$ cat src/rtl/fft_index_sequencer.sv
// ---------------------------------------------------------------------------
// fft_index_sequencer
//
// Generates the complete index stream for one in-place radix-2 DIT FFT pass:
//   mode 0 : bit-reversed load/reorder indices (idx_a = bitrev(k), idx_b = k)
//   mode 1 : per-stage butterfly address pairs plus twiddle ROM index
// The transform length is chosen at start time (2**cfg_log2n, clamped to
// 1..LOG2_N). Elements leave on a ready/valid interface; every output is a
// register, so the element shown is held stable while out_ready is low.
//
// Ports
//   clk        : clock, all logic on rising edge
//   reset      : synchronous active-high reset (priority over clr)
//   clr        : synchronous abort back to IDLE, no done pulse
//   start      : begin a sequence (only honoured in IDLE)
//   mode       : 0 = bit-reverse load, 1 = butterfly (sampled with start)
//   cfg_log2n  : runtime log2 length (sampled with start)
//   out_ready  : consumer accepts the current element
//   out_valid  : current element is valid
//   idx_a      : mode0 bitrev(k); mode1 top butterfly address
//   idx_b      : mode0 k; mode1 bottom butterfly address
//   tw_idx     : twiddle ROM index (0 in mode 0)
//   stage      : current butterfly stage (0 in mode 0)
//   stage_last : final element of the current stage
//   seq_last   : final element of the whole sequence
//   busy       : sequence in progress
//   done       : one-cycle pulse after the final transfer
// ---------------------------------------------------------------------------
module fft_index_sequencer #(
  parameter int LOG2_N = 10,
  parameter int SW     = $clog2(LOG2_N)
) (
  input  logic              clk,
  input  logic              reset,
  input  logic              clr,
  input  logic              start,
  input  logic              mode,
  input  logic [4:0]        cfg_log2n,
  input  logic              out_ready,
  output logic              out_valid,
  output logic [LOG2_N-1:0] idx_a,
  output logic [LOG2_N-1:0] idx_b,
  output logic [LOG2_N-2:0] tw_idx,
  output logic [SW-1:0]     stage,
  output logic              stage_last,
  output logic              seq_last,
  output logic              busy,
  output logic              done
);

  localparam int         IW    = LOG2_N;
  localparam int         TW    = LOG2_N - 1;
  localparam logic [4:0] L_MAX = 5'(LOG2_N);

  typedef enum logic [1:0] {IDLE, LOAD, BFLY, DONE} state_t;

  state_t        state_reg, state_next;
  logic [IW-1:0] cnt_reg,   cnt_next;    // k in LOAD, j in BFLY
  logic [SW-1:0] stg_reg,   stg_next;
  logic [4:0]    l_reg,     l_next;      // latched, clamped log2 length

  // Stage number widened to the 5-bit length domain so s+1 and L-1-s
  // cannot wrap inside the narrow SW-bit field.
  logic [4:0]    stg5_reg, stg5_next;
  assign stg5_reg  = {{(5-SW){1'b0}}, stg_reg};
  assign stg5_next = {{(5-SW){1'b0}}, stg_next};

  // Registered outputs and their next values
  logic          valid_reg, valid_next;
  logic [IW-1:0] a_reg, a_next, b_reg, b_next;
  logic [TW-1:0] tw_reg, tw_next;
  logic [SW-1:0] st_reg, st_next;
  logic          sl_reg, sl_next, ql_reg, ql_next;
  logic          busy_reg, busy_next, done_reg, done_next;

  logic          xfer;
  logic [IW-1:0] rev_next;
  logic [IW-1:0] mask_next, half_next, pos_next;

  // M-1 for a given L; end of a count is found by compare so the counter
  // never needs a carry bit even at L = LOG2_N.
  function automatic logic [IW-1:0] len_mask(input logic [4:0] l);
    len_mask = {IW{1'b1}} >> (L_MAX - l);
  endfunction

  // Full-width bit reversal of the next counter; shifted down by
  // (LOG2_N - L) it becomes the L-bit reversal with zero upper bits.
  for (genvar gi = 0; gi < IW; gi++) begin : g_rev
    assign rev_next[gi] = cnt_next[IW-1-gi];
  end

  assign xfer = valid_reg & out_ready;

  // Next-state / counter logic
  always_comb begin
    state_next = state_reg;
    cnt_next   = cnt_reg;
    stg_next   = stg_reg;
    l_next     = l_reg;
    unique case (state_reg)
      IDLE: begin
        if (start) begin
          l_next     = (cfg_log2n == 5'd0 || cfg_log2n > L_MAX) ? L_MAX : cfg_log2n;
          cnt_next   = '0;
          stg_next   = '0;
          state_next = mode ? BFLY : LOAD;
        end
      end
      LOAD: begin
        if (xfer) begin
          if (cnt_reg == len_mask(l_reg)) state_next = DONE;
          else                            cnt_next   = cnt_reg + IW'(1);
        end
      end
      BFLY: begin
        if (xfer) begin
          if (cnt_reg == (len_mask(l_reg) >> 1)) begin
            cnt_next = '0;
            if (stg5_reg == l_reg - 5'd1) state_next = DONE;
            else                          stg_next   = stg_reg + SW'(1);
          end else begin
            cnt_next = cnt_reg + IW'(1);
          end
        end
      end
      DONE:    state_next = IDLE;
      default: state_next = IDLE;
    endcase
    if (clr) begin
      state_next = IDLE;
      cnt_next   = '0;
      stg_next   = '0;
    end
  end

  // Element computed from the next counters, so it is registered in the
  // same edge that advances them (element 0 appears right after start).
  always_comb begin
    valid_next = 1'b0;
    a_next     = '0;
    b_next     = '0;
    tw_next    = '0;
    st_next    = '0;
    sl_next    = 1'b0;
    ql_next    = 1'b0;
    busy_next  = 1'b0;
    done_next  = 1'b0;
    mask_next  = len_mask(l_next);
    half_next  = IW'(1) << stg5_next;
    pos_next   = cnt_next & (half_next - IW'(1));
    unique case (state_next)
      LOAD: begin
        valid_next = 1'b1;
        busy_next  = 1'b1;
        a_next     = rev_next >> (L_MAX - l_next);
        b_next     = cnt_next;
        sl_next    = (cnt_next == mask_next);
        ql_next    = sl_next;
      end
      BFLY: begin
        valid_next = 1'b1;
        busy_next  = 1'b1;
        // Insert a zero at bit s of j: that bit selects top/bottom of the pair.
        a_next     = ((cnt_next >> stg5_next) << (stg5_next + 5'd1)) | pos_next;
        b_next     = a_next | half_next;
        tw_next    = TW'(pos_next << (l_next - 5'd1 - stg5_next));
        st_next    = stg_next;
        sl_next    = (cnt_next == (mask_next >> 1));
        ql_next    = sl_next && (stg5_next == l_next - 5'd1);
      end
      DONE:    done_next = 1'b1;
      default: ;
    endcase
  end

  always_ff @(posedge clk) begin
    if (reset) begin
      state_reg <= IDLE;
      cnt_reg   <= '0;
      stg_reg   <= '0;
      l_reg     <= L_MAX;
      valid_reg <= 1'b0;
      a_reg     <= '0;
      b_reg     <= '0;
      tw_reg    <= '0;
      st_reg    <= '0;
      sl_reg    <= 1'b0;
      ql_reg    <= 1'b0;
      busy_reg  <= 1'b0;
      done_reg  <= 1'b0;
    end else begin
      state_reg <= state_next;
      cnt_reg   <= cnt_next;
      stg_reg   <= stg_next;
      l_reg     <= l_next;
      valid_reg <= valid_next;
      a_reg     <= a_next;
      b_reg     <= b_next;
      tw_reg    <= tw_next;
      st_reg    <= st_next;
      sl_reg    <= sl_next;
      ql_reg    <= ql_next;
      busy_reg  <= busy_next;
      done_reg  <= done_next;
    end
  end

  assign out_valid  = valid_reg;
  assign idx_a      = a_reg;
  assign idx_b      = b_reg;
  assign tw_idx     = tw_reg;
  assign stage      = st_reg;
  assign stage_last = sl_reg;
  assign seq_last   = ql_reg;
  assign busy       = busy_reg;
  assign done       = done_reg;

endmodule

$ cat config.mk
export PLATFORM = sky130hd
export DESIGN_NAME = fft_index_sequencer
export DESIGN_NICKNAME = d
export VERILOG_FILES = /design/src/rtl/fft_index_sequencer.sv
export SDC_FILE = /design/constraint.sdc
export NUM_CORES = 1
export LEC_CHECK = 0
export ABC_AREA = 0
export BUFFER_PORTS_ARGS = -buffer_cell sky130_fd_sc_hd__buf_4
export CAP_MARGIN = 20
export CORE_MARGIN = 2
export CORE_UTILIZATION = 48
export CTS_BUF_LIST = sky130_fd_sc_hd__clkbuf_4
export DETAILED_ROUTE_END_ITERATION = 8
export PLACE_DENSITY = 0.66
export SLEW_MARGIN = 40
export SYNTH_ARGS = -nofsm -noshare
export SYNTH_HDL_FRONTEND = slang
export SYNTH_SLANG_ARGS = --single-unit
$ cat constraint.sdc
create_clock -name clk -period 8.83 [get_ports clk]
set_clock_uncertainty 0.2 [all_clocks]
set_input_delay 1.766 -clock clk [delete_from_list [all_inputs] [get_ports clk]]
set_output_delay 1.766 -clock clk [all_outputs]
set_load 0.03 [all_outputs]
==> metrics, run 1 <==
WP data arrival=just under 7000 ps; Synth Area in Adders=0.0522; total die area=14,200 um^2; Post-synth EDFFs=0; number of port buffers=48; Mapped Area=between 6000 and 7000 um^2; Initial Utilization=0.487; pwr dens=100 nW/um^2; CTS tree=yes; GRT Overall Usage=0.322; Synth Area in Compound Gates=0.320; initial antenna violation count=1; crit path capture type=register; Sw Ratio=0.321; Slew Limit Fails=0; Top FF cell, synth=dfxtp_1; largest family of logic cells by synthesized area=compound AO/OA/AOI/OAI gates; NumNets Final=between 900 and 1,000; WL/cell=between 20 and 25 um; via count=slightly below 7,000; GR Util met1=0.409; Final min period=6700 ps; Final setup viols=0; crit path from=l_reg[1]; Sw Pwr=between 0.2 and 0.25 mW; vias in the first global route=6,494; TritonRoute pass-1 iters=6; reg2reg start=l_reg[1]; antenna viol nets, final=0; Clock power frac=0.371; gpl congestion=1.00; total grt overflow=0; final wirelength=23.2 mm; Die Wd=roughly 120 um; commonest non-fill, non-tap cell in the layout=nand2_1; Synth area leaders=dfxtp_1, nand2_1, a21oi_1; H-tree level count=3; worst reg2reg setup slack=2130 ps; PostCTS Resize Cnt=0; Crit Path Max Fanout=20; synth warn=0; root buf cell=clkbuf_4; CTS buffer count=9; WS Path Type=register to register; Area growth, synth to finish=8.21%; Seq pwr share=0.385; Max Fclk=~150 MHz; Yosys top cell by area=dfxtp_1; relative slew slack=0.439; LEAKAGE=approximately 2.6 nW; hold path depth=2; mux share of post-synthesis cell area=0.0536; syn nets=917; post-synthesis simple-gate area fraction=0.278; Worst VDD drop=0.0000911 V; Internal=roughly 0.47 mW; core area=between 10,000 and 15,000 um^2; sequential area share after synthesis=0.182; reg2reg end=tw_idx[7]; Clock transition at path regs=around 100 ps; Post-synth ARST share=0; first-pass GRT wire length=about 36 mm; Least-Margin Pin Slew=between 800 and 900 ps; Worst Reg2Reg Path Length in Cells=21; Netlist cell types=100; RSZ-0062 raised after global routing=no; Gate Count Post-Synth=between 800 and 900; clock latency at the later pin of the worst-skew pair=430 ps; clk buf depth=2; Worst Setup Start Kind=register; Clock Sinks=slightly below 60; CP endpoint=tw_idx[7]; met2 usage=0.521; GR Util met3=0.0551; Final Hold Fails=0; Min-Delay Path Class=register to register; Rows=42; most frequent cells in the layout=nand2_1, nor2_1, a21oi_1; share of the synthesized area in the top cell type=0.182; Die H=roughly 120 um; initial detailed-routing violation count=approximately 850; hold buffers post-CTS=0; layout cell share with drive strength beyond 1=0.156; Syn Area/Cell=7.24 um^2; via/cell ratio=about 6.6; Setup Fix Bufs, Post-CTS=0; CP required=just under 9000 ps; DRC=0; Tcrit/Tclk final=0.759; GR peak layer=met2; largest net degree at the start of global routing=37; outcome=finished, final reports clean; I/O pin count=49; Combinational Power Share=0.244; FF+latch count, synth=58; xor and xnor area share after synthesis=0.0399; Max Cap Viol=0; # fillers=between 1,000 and 1,500; total power=between 0.6 and 0.7 mW; hpwl dp=16.8 mm; setup tns final=0 ps
-- worst min-delay path by stage --
stage / from / to / slack [ps]
after floorplan: l_reg[4] / l_reg[4] / 460
after global placement: l_reg[4] / l_reg[4] / 510
after detailed placement: l_reg[4] / l_reg[4] / 550
after CTS: l_reg[4] / l_reg[4] / 560
after global routing: l_reg[4] / l_reg[4] / 600
final: l_reg[4] / l_reg[4] / 570
-- per-layer routing --
layer	wire (um)	vias up	share of wire
met3	1810	71	0.078
met2	10600	382	0.46
met5	0	-	0
met1	9680	3282	0.42
met4	1090	0	0.047
li1	-	3230	-
-- critical path, cell delays in order (launching register included) --
cell	delay, ps
dfxtp_1	520
ha_1	340
inv_1	70
ha_1	480
and3b_1	250
mux2i_4	250
nand3_2	120
o31a_1	290
a2111o_1	590
nor2_2	190
mux2i_2	470
inv_2	280
and2_1	430
nand2_1	160
ha_1	210
nand2b_1	100
o311a_1	290
o31ai_1	670
mux4_2	410
nor2_1	50
a21oi_1	160
nor2_1	60
-- metrics by stage --
stage	std cells	cell area (um^2)	hold WS [ps]	utilization	worst slack, ps
after floorplan	880	6370	462	-	2930
after global placement	1040	6690	505	0.511	2070
after detailed placement	1040	6700	551	0.512	1900
after CTS	1056	6880	563	0.526	2220
after global routing	1057	6890	603	0.527	1700
final	1057	6890	571	0.527	2130
-- synth_stat cells (all sizes together) (6+ instances only) --
| cell | number |
|---|---|
| a2111oi | 6 |
| a211oi | 12 |
| a21o | 9 |
| a21oi | 75 |
| a221oi | 7 |
| a31oi | 14 |
| a32oi | 7 |
| and2 | 11 |
| and3 | 6 |
| buf | 32 |
| clkbuf | 42 |
| dfxtp | 58 |
| ha | 25 |
| inv | 32 |
| mux2i | 19 |
| nand2 | 93 |
| nand2b | 15 |
| nand3 | 29 |
| nand4 | 12 |
| nor2 | 91 |
| nor2b | 14 |
| nor3 | 29 |
| nor4 | 17 |
| o2111ai | 8 |
| o211ai | 10 |
| o21ai | 58 |
| o22ai | 8 |
| o31ai | 13 |
| or2 | 7 |
| or3 | 6 |
| xnor2 | 20 |
| xor2 | 9 |
-- power groups by stage --
stage               Combinational, mW  Clock [mW]  Sequential (mW)
floorplan                       0.124           0            0.272
global placement                0.161           0            0.272
detailed placement              0.163           0            0.272
CTS                             0.164       0.260            0.266
global route                    0.183       0.270            0.267
finish                          0.169       0.257            0.266
-- logic make-up after synthesis --
group,after synthesis
AND/OR/NAND/NOR,349
AO/OA/AOI/OAI,280
buffers and inverters,111
flip-flops,58
XOR/XNOR,29
multiplexers,27
adder cells (fa/ha/maj),26
-- cell type report --
| cell class | count | area [um^2] | area share |
|---|---|---|---|
| multi-input cells | 711 | 4750 | 0.689 |
| flip-flops and latches | 58 | 1160 | 0.168 |
| repair buffers | 58 | 435 | 0.0632 |
| well taps | 176 | 220 | 0.0319 |
| inverters | 37 | 139 | 0.0201 |
| clock inverters | 5 | 103 | 0.0149 |
| clock buffers | 11 | 82.6 | 0.0120 |
| diodes | 1 | 2.50 | 0.000363 |
Note: power is estimated with default switching activity, not from simulation.
==> inputs of run 2 (changes only) <==
--- a/config.mk
+++ b/config.mk
@@ -12,7 +12,7 @@
 export CORE_UTILIZATION = 48
 export CTS_BUF_LIST = sky130_fd_sc_hd__clkbuf_4
 export DETAILED_ROUTE_END_ITERATION = 8
-export PLACE_DENSITY = 0.66
+export PLACE_DENSITY = 0.69
 export SLEW_MARGIN = 40
 export SYNTH_ARGS = -nofsm -noshare
 export SYNTH_HDL_FRONTEND = slang
==> constraint.sdc (replaced) <==
create_clock -name clk -period 5.9 [get_ports clk]
set_clock_uncertainty 0.2 [all_clocks]
set_input_delay 1.18 -clock clk [delete_from_list [all_inputs] [get_ports clk]]
set_output_delay 1.18 -clock clk [all_outputs]
set_load 0.03 [all_outputs]
==> run 2 against run 1 <==
Die area is the same. Critical path type unchanged. Register-to-register slack worse by 1900 ps. Non-clock buffer count up 29. Routed wire length down 7.7%. Clock power rose by 19%. Highest routed layer unchanged. Worst setup slack worse by 1900 ps. Critical path depth shrank 1. Via count grew 1.5%. Utilization up 1.2 points. Hold slack got worse by 17 ps. Global-route usage shrank 2.1 points. Sequential share of layout area fell by 0.36 points.
==> metrics, run 2 (same netlist as run 1, synthesis figures left out) <==
total die area=14,200 um^2 (unchanged); vias in the first global route=6,351 (-2.2%); Setup Fix Bufs, Post-CTS=0 (unchanged); GRT Overall Usage=0.301 (-0.0214); Max Fclk=176 MHz (+18%); Combinational Power Share=0.263 (+0.019); Clock power frac=0.321 (-0.050); via count=7,066 (+1.5%); initial antenna violation count=0 (-1); Clock transition at path regs=120 ps (+20 ps); final core utilization=0.539 (+0.0122); I/O pin count=49 (unchanged); Rows=42 (unchanged); Worst VDD drop=0.000106 V (+16%); WS Path Type=register to register; pwr dens=136 nW/um^2 (+35%); total grt overflow=0 (unchanged); hpwl dp=15.6 mm (-7.3%); Sw Ratio=0.355 (+0.0335); Final setup viols=0 (unchanged); relative slew slack=0.458 (+0.0187); number of port buffers=48 (unchanged); antenna viol nets, final=0 (unchanged); Die H=119 um (unchanged); initial detailed-routing violation count=1,062 (+24%); Sw Pwr=0.340 mW (+53%); Final Hold Fails=0 (unchanged); DRC=0 (unchanged); setup tns final=0 ps (unchanged); WP data arrival=5860 ps (-970 ps); root buf cell=clkbuf_4; Least-Margin Pin Slew=810 ps (-30.6 ps); outcome=finished, final reports clean; LEAKAGE=2.66 nW (+4.1%); gpl congestion=1.03 (+2.8%); Register Area=1160 um^2 (+0.11%); CTS buffer count=9 (unchanged); final wirelength=21.4 mm (-7.7%); CTS tree=yes; RSZ-0062 raised after global routing=no; Internal=0.617 mW (+32%); Max Cap Viol=0 (unchanged); Slew Limit Fails=0 (unchanged); core area=13,100 um^2 (unchanged); via/cell ratio=6.51 (-1.2%); Initial Utilization=0.487 (unchanged); commonest non-fill, non-tap cell in the layout=nand2_1; NumNets Final=941 (+3.2%); diode count=0 (-1); WL/cell=19.8 um (-10%); Seq pwr share=0.416 (+0.031); Worst Setup Start Kind=register; crit path capture type=register; Clock Sinks=58 (unchanged); Crit Path Max Fanout=10 (-50%); Die Wd=119 um (unchanged); clock latency at the later pin of the worst-skew pair=440 ps (about the same); TritonRoute pass-1 iters=8 (+2); # fillers=1,258 (-2.9%); clk buf depth=2 (unchanged); Tcrit/Tclk final=0.963 (+0.204); Min-Delay Path Class=register to register; first-pass GRT wire length=34.3 mm (-5.3%); H-tree level count=3 (unchanged); layout cell share with drive strength beyond 1=0.182 (+0.0258); area of the multi-input gates=4740 um^2 (-0.29%); Area growth, synth to finish=10.7%; most frequent cells in the layout=nand2_1, buf_4, nor2_1; largest net degree at the start of global routing=36 (-2.7%); CP required=6080 ps (-2870 ps); Final min period=5680 ps (-1020 ps)
-- run 2: changes by cell type in the layout (fill, tap and decap cells not counted), sizes merged --
cell and delta:
buf +29, bufinv -2, clkinv +2, clkbuf -1
clkinvlp +1, diode -1
-- run 2: layout make-up --
cell class / count / area share
well taps: 176 / 0.0312
repair buffers: 87 / 0.0926
inverters: 37 / 0.0197
clock buffers: 10 / 0.0106
flip-flops and latches: 58 / 0.165
clock inverters: 6 / 0.00958
multi-input cells: 711 / 0.671
-- run 2: worst max-delay path, stage by stage (launching register included) --
cell and delay (ps):
dfxtp_2 430, ha_1 280, inv_1 60, ha_1 440, and3b_1 240, mux2i_4 240, nand3_2 110, o31a_1 290
a2111o_1 500, nor2_4 160, mux2_2 410, ha_1 260, ha_1 250, or2_2 350, a221oi_2 270, o31ai_1 140
buf_4 190, mux4_2 460, nor2_1 100, o21ai_1 80, a21oi_1 150
-- run 2: layer usage --
metal	routed length (um)	GRT usage	up-vias
met5	0	0	-
met4	719	0.113	0
met3	1870	0.0407	65
met2	9630	0.471	460
met1	9220	0.420	3240
li1	-	-	3301
-- run 2: worst paths after layout --
kind,to,slack [ps],depth (start not counted),start
worst min-delay path,l_reg[4],550,2,l_reg[4]
worst min register to register,l_reg[4],550,2,l_reg[4]
worst max-delay path,tw_idx[8],220,20,l_reg[1]
worst max register to register,tw_idx[8],220,20,l_reg[1]
-- run 2: what timing repair did --
action | CTS | global route
endpoints found under the hold margin | 0 | 0
hold buffers | 0 | 0
gates resized for setup | 0 | 1
setup endpoints to repair | 0 | 9
-- run 2: power by group through the flow --
stage | clock network (mW) | registers [mW] | logic (mW)
global placement | 0 | 0.407 | 0.244
CTS | 0.308 | 0.398 | 0.246
finish | 0.307 | 0.398 | 0.251
global route | 0.329 | 0.399 | 0.274
detailed placement | 0 | 0.407 | 0.245
floorplan | 0 | 0.406 | 0.185
-- run 2: per-stage QoR --
| stage | worst slack [ps] | power [mW] | std cells | area, um^2 | hold slack (ps) |
|---|---|---|---|---|---|
| 2_1_floorplan | 251 | 0.592 | 880 | 6370 | 462 |
| 3_3_place_gp | 407 | 0.651 | 1069 | 6910 | 529 |
| 3_5_place_dp | 241 | 0.652 | 1069 | 6910 | 532 |
| 4_1_cts | 191 | 0.952 | 1085 | 7050 | 547 |
| 5_1_grt | 16.8 | 1.00 | 1085 | 7050 | 615 |
| 6_report | 218 | 0.957 | 1085 | 7050 | 554 |
==> inputs of run 3 (changes only) <==
--- a/config.mk
+++ b/config.mk
@@ -13,6 +13,8 @@
 export CTS_BUF_LIST = sky130_fd_sc_hd__clkbuf_4
 export DETAILED_ROUTE_END_ITERATION = 8
 export PLACE_DENSITY = 0.69
+export RECOVER_POWER = 50
+export SETUP_SLACK_MARGIN = 0.2
 export SLEW_MARGIN = 40
 export SYNTH_ARGS = -nofsm -noshare
 export SYNTH_HDL_FRONTEND = slang
==> run 3 against run 2 <==
Die area unchanged. Combinational power is essentially flat. Clock power is essentially flat. First-iteration DRC count increased by 11%. Hold slack better by 8.9 ps. Largest cell class unchanged.
==> metrics, run 3 (same netlist as run 1, synthesis figures left out) <==
outcome=finished, final reports clean; NumNets Final=943 (+0.21%); clk buf depth=2 (unchanged); number of port buffers=48 (unchanged); CTS tree=yes; Rows=42 (unchanged); layout cell share with drive strength beyond 1=0.137 (-0.0443); Tcrit/Tclk final=0.940 (-0.0235); area of the multi-input gates=4730 um^2 (-0.13%); crit path capture type=register; I/O pin count=49 (unchanged); pwr dens=139 nW/um^2 (+2.1%); CP required=6090 ps (about the same); relative slew slack=0.193 (-0.265); Crit Path Max Fanout=10 (unchanged); gpl congestion=1.03 (unchanged); clock latency at the later pin of the worst-skew pair=440 ps (about the same); Max Fclk=180 MHz (+2.5%); reg2reg start=l_reg[1]; initial detailed-routing violation count=1,183 (+11%); Final Hold Fails=0 (unchanged); via count=7,086 (+0.28%); H-tree level count=3 (unchanged); total die area=14,200 um^2 (unchanged); commonest non-fill, non-tap cell in the layout=nand2_1; Max Cap Viol=0 (unchanged); hpwl dp=15.6 mm (unchanged); Hold Startpoint=l_reg[4]; DRC=0 (unchanged); Clock transition at path regs=110 ps (about the same); WP data arrival=5730 ps (-130 ps); most frequent cells in the layout=nand2_1, nor2_1, a21oi_1; reg2reg end=tw_idx[6]; Clock Sinks=58 (unchanged); Slew Limit Fails=0 (unchanged); first-pass GRT wire length=34.3 mm (unchanged); CTS buffer count=9 (unchanged); Min-Delay Path Class=register to register; vias in the first global route=6,351 (unchanged); total grt overflow=0 (unchanged); final core utilization=0.528 (-0.0109); diode count=0 (unchanged); via/cell ratio=6.52 (about the same); Worst Reg2Reg Path Length in Cells=19 (-5.0%); largest net degree at the start of global routing=36 (unchanged); core area=13,100 um^2 (unchanged); hold path depth=2 (unchanged); WS Path Type=register to register; Die Wd=119 um (unchanged); # fillers=1,291 (+2.6%); Initial Utilization=0.487 (unchanged); RSZ-0062 raised after global routing=no; Area growth, synth to finish=8.49%; Register Area=1160 um^2 (+0.22%); antenna viol nets, final=0 (unchanged); hold endpoint=l_reg[4]; final wirelength=21.4 mm (about the same); Die H=119 um (unchanged); TritonRoute pass-1 iters=6 (-2); Final setup viols=0 (unchanged); GRT Overall Usage=0.301 (unchanged); Least-Margin Pin Slew=1210 ps (+398 ps); worst reg2reg setup slack=360 ps (+140 ps); Final min period=5540 ps (-139 ps); setup tns final=0 ps (unchanged); WL/cell=19.7 um (-0.21%); initial antenna violation count=0 (unchanged); Worst Setup Start Kind=register; LEAKAGE=2.50 nW (-6.2%); Worst VDD drop=0.000106 V (-0.26%); root buf cell=clkbuf_4
-- run 3: cell count changes in the layout (fill, tap and decap cells not counted), sizes merged --
cell | before | now
clkbuf | 10 | 51
buf | 87 | 48
-- run 3: where the power goes --
group	switching, mW	internal [mW]	leakage (nW)	total [mW]
Combinational	0.163	0.0899	1.96	0.253
Sequential	0.00419	0.394	0.468	0.398
Clock	0.173	0.134	0.0726	0.307
-- run 3: worst max path at each step --
stage / cells after the start / endpoint / start
after floorplan: 24 / tw_idx[6] / l_reg[0]
after global placement: 17 / idx_b[8] / l_reg[1]
after detailed placement: 19 / tw_idx[6] / l_reg[1]
after CTS: 19 / tw_idx[6] / l_reg[1]
after global routing: 18 / idx_b[8] / l_reg[1]
final: 19 / tw_idx[6] / l_reg[1]
-- run 3: metal layers --
layer | up-vias | global-route usage | part of all wire
met1 | 3255 | 0.420 | 0.43
met4 | 0 | 0.113 | 0.036
li1 | 3290 | - | -
met5 | - | 0 | 0
met2 | 466 | 0.471 | 0.45
met3 | 75 | 0.0407 | 0.090
-- run 3: metrics by stage --
step | total power [mW] | cell area [um^2] | hold WS [ps] | setup WS [ps] | cells
4_1_cts | 0.952 | 7050 | 547 | 302 | 1085
3_3_place_gp | 0.651 | 6910 | 529 | 407 | 1069
2_1_floorplan | 0.592 | 6370 | 462 | 251 | 880
3_5_place_dp | 0.652 | 6910 | 532 | 241 | 1069
6_report | 0.957 | 6910 | 563 | 356 | 1087
5_1_grt | 1.00 | 6910 | 615 | 105 | 1087
-- run 3: critical path, stage by stage (launching register included) --
cell and delay [ps]:
dfxtp_4 410, ha_2 240, inv_1 60, ha_2 410, and3b_1 220, mux2i_4 220
nand3_2 110, o31a_1 290, a2111o_1 500, nor2_4 160, mux2_2 410, ha_1 250
ha_1 250, or2_2 350, a221oi_2 280, o31ai_1 140, buf_4 190, mux4_2 440
mux2_2 270, nor2_1 80
-- run 3: final cells by class --
cell class | instances | area share
clock inverter | 6 | 0.00978
timing repair buffer | 89 | 0.0744
clock buffer | 10 | 0.0109
multi-input combinational | 711 | 0.684
sequential | 58 | 0.169
tap | 176 | 0.0319
inverter | 37 | 0.0201
-- run 3: what timing repair did --
action	CTS	global route
gates resized for setup	1	4
setup endpoints to repair	1	15
setup buffers	0	2
hold buffers	0	0
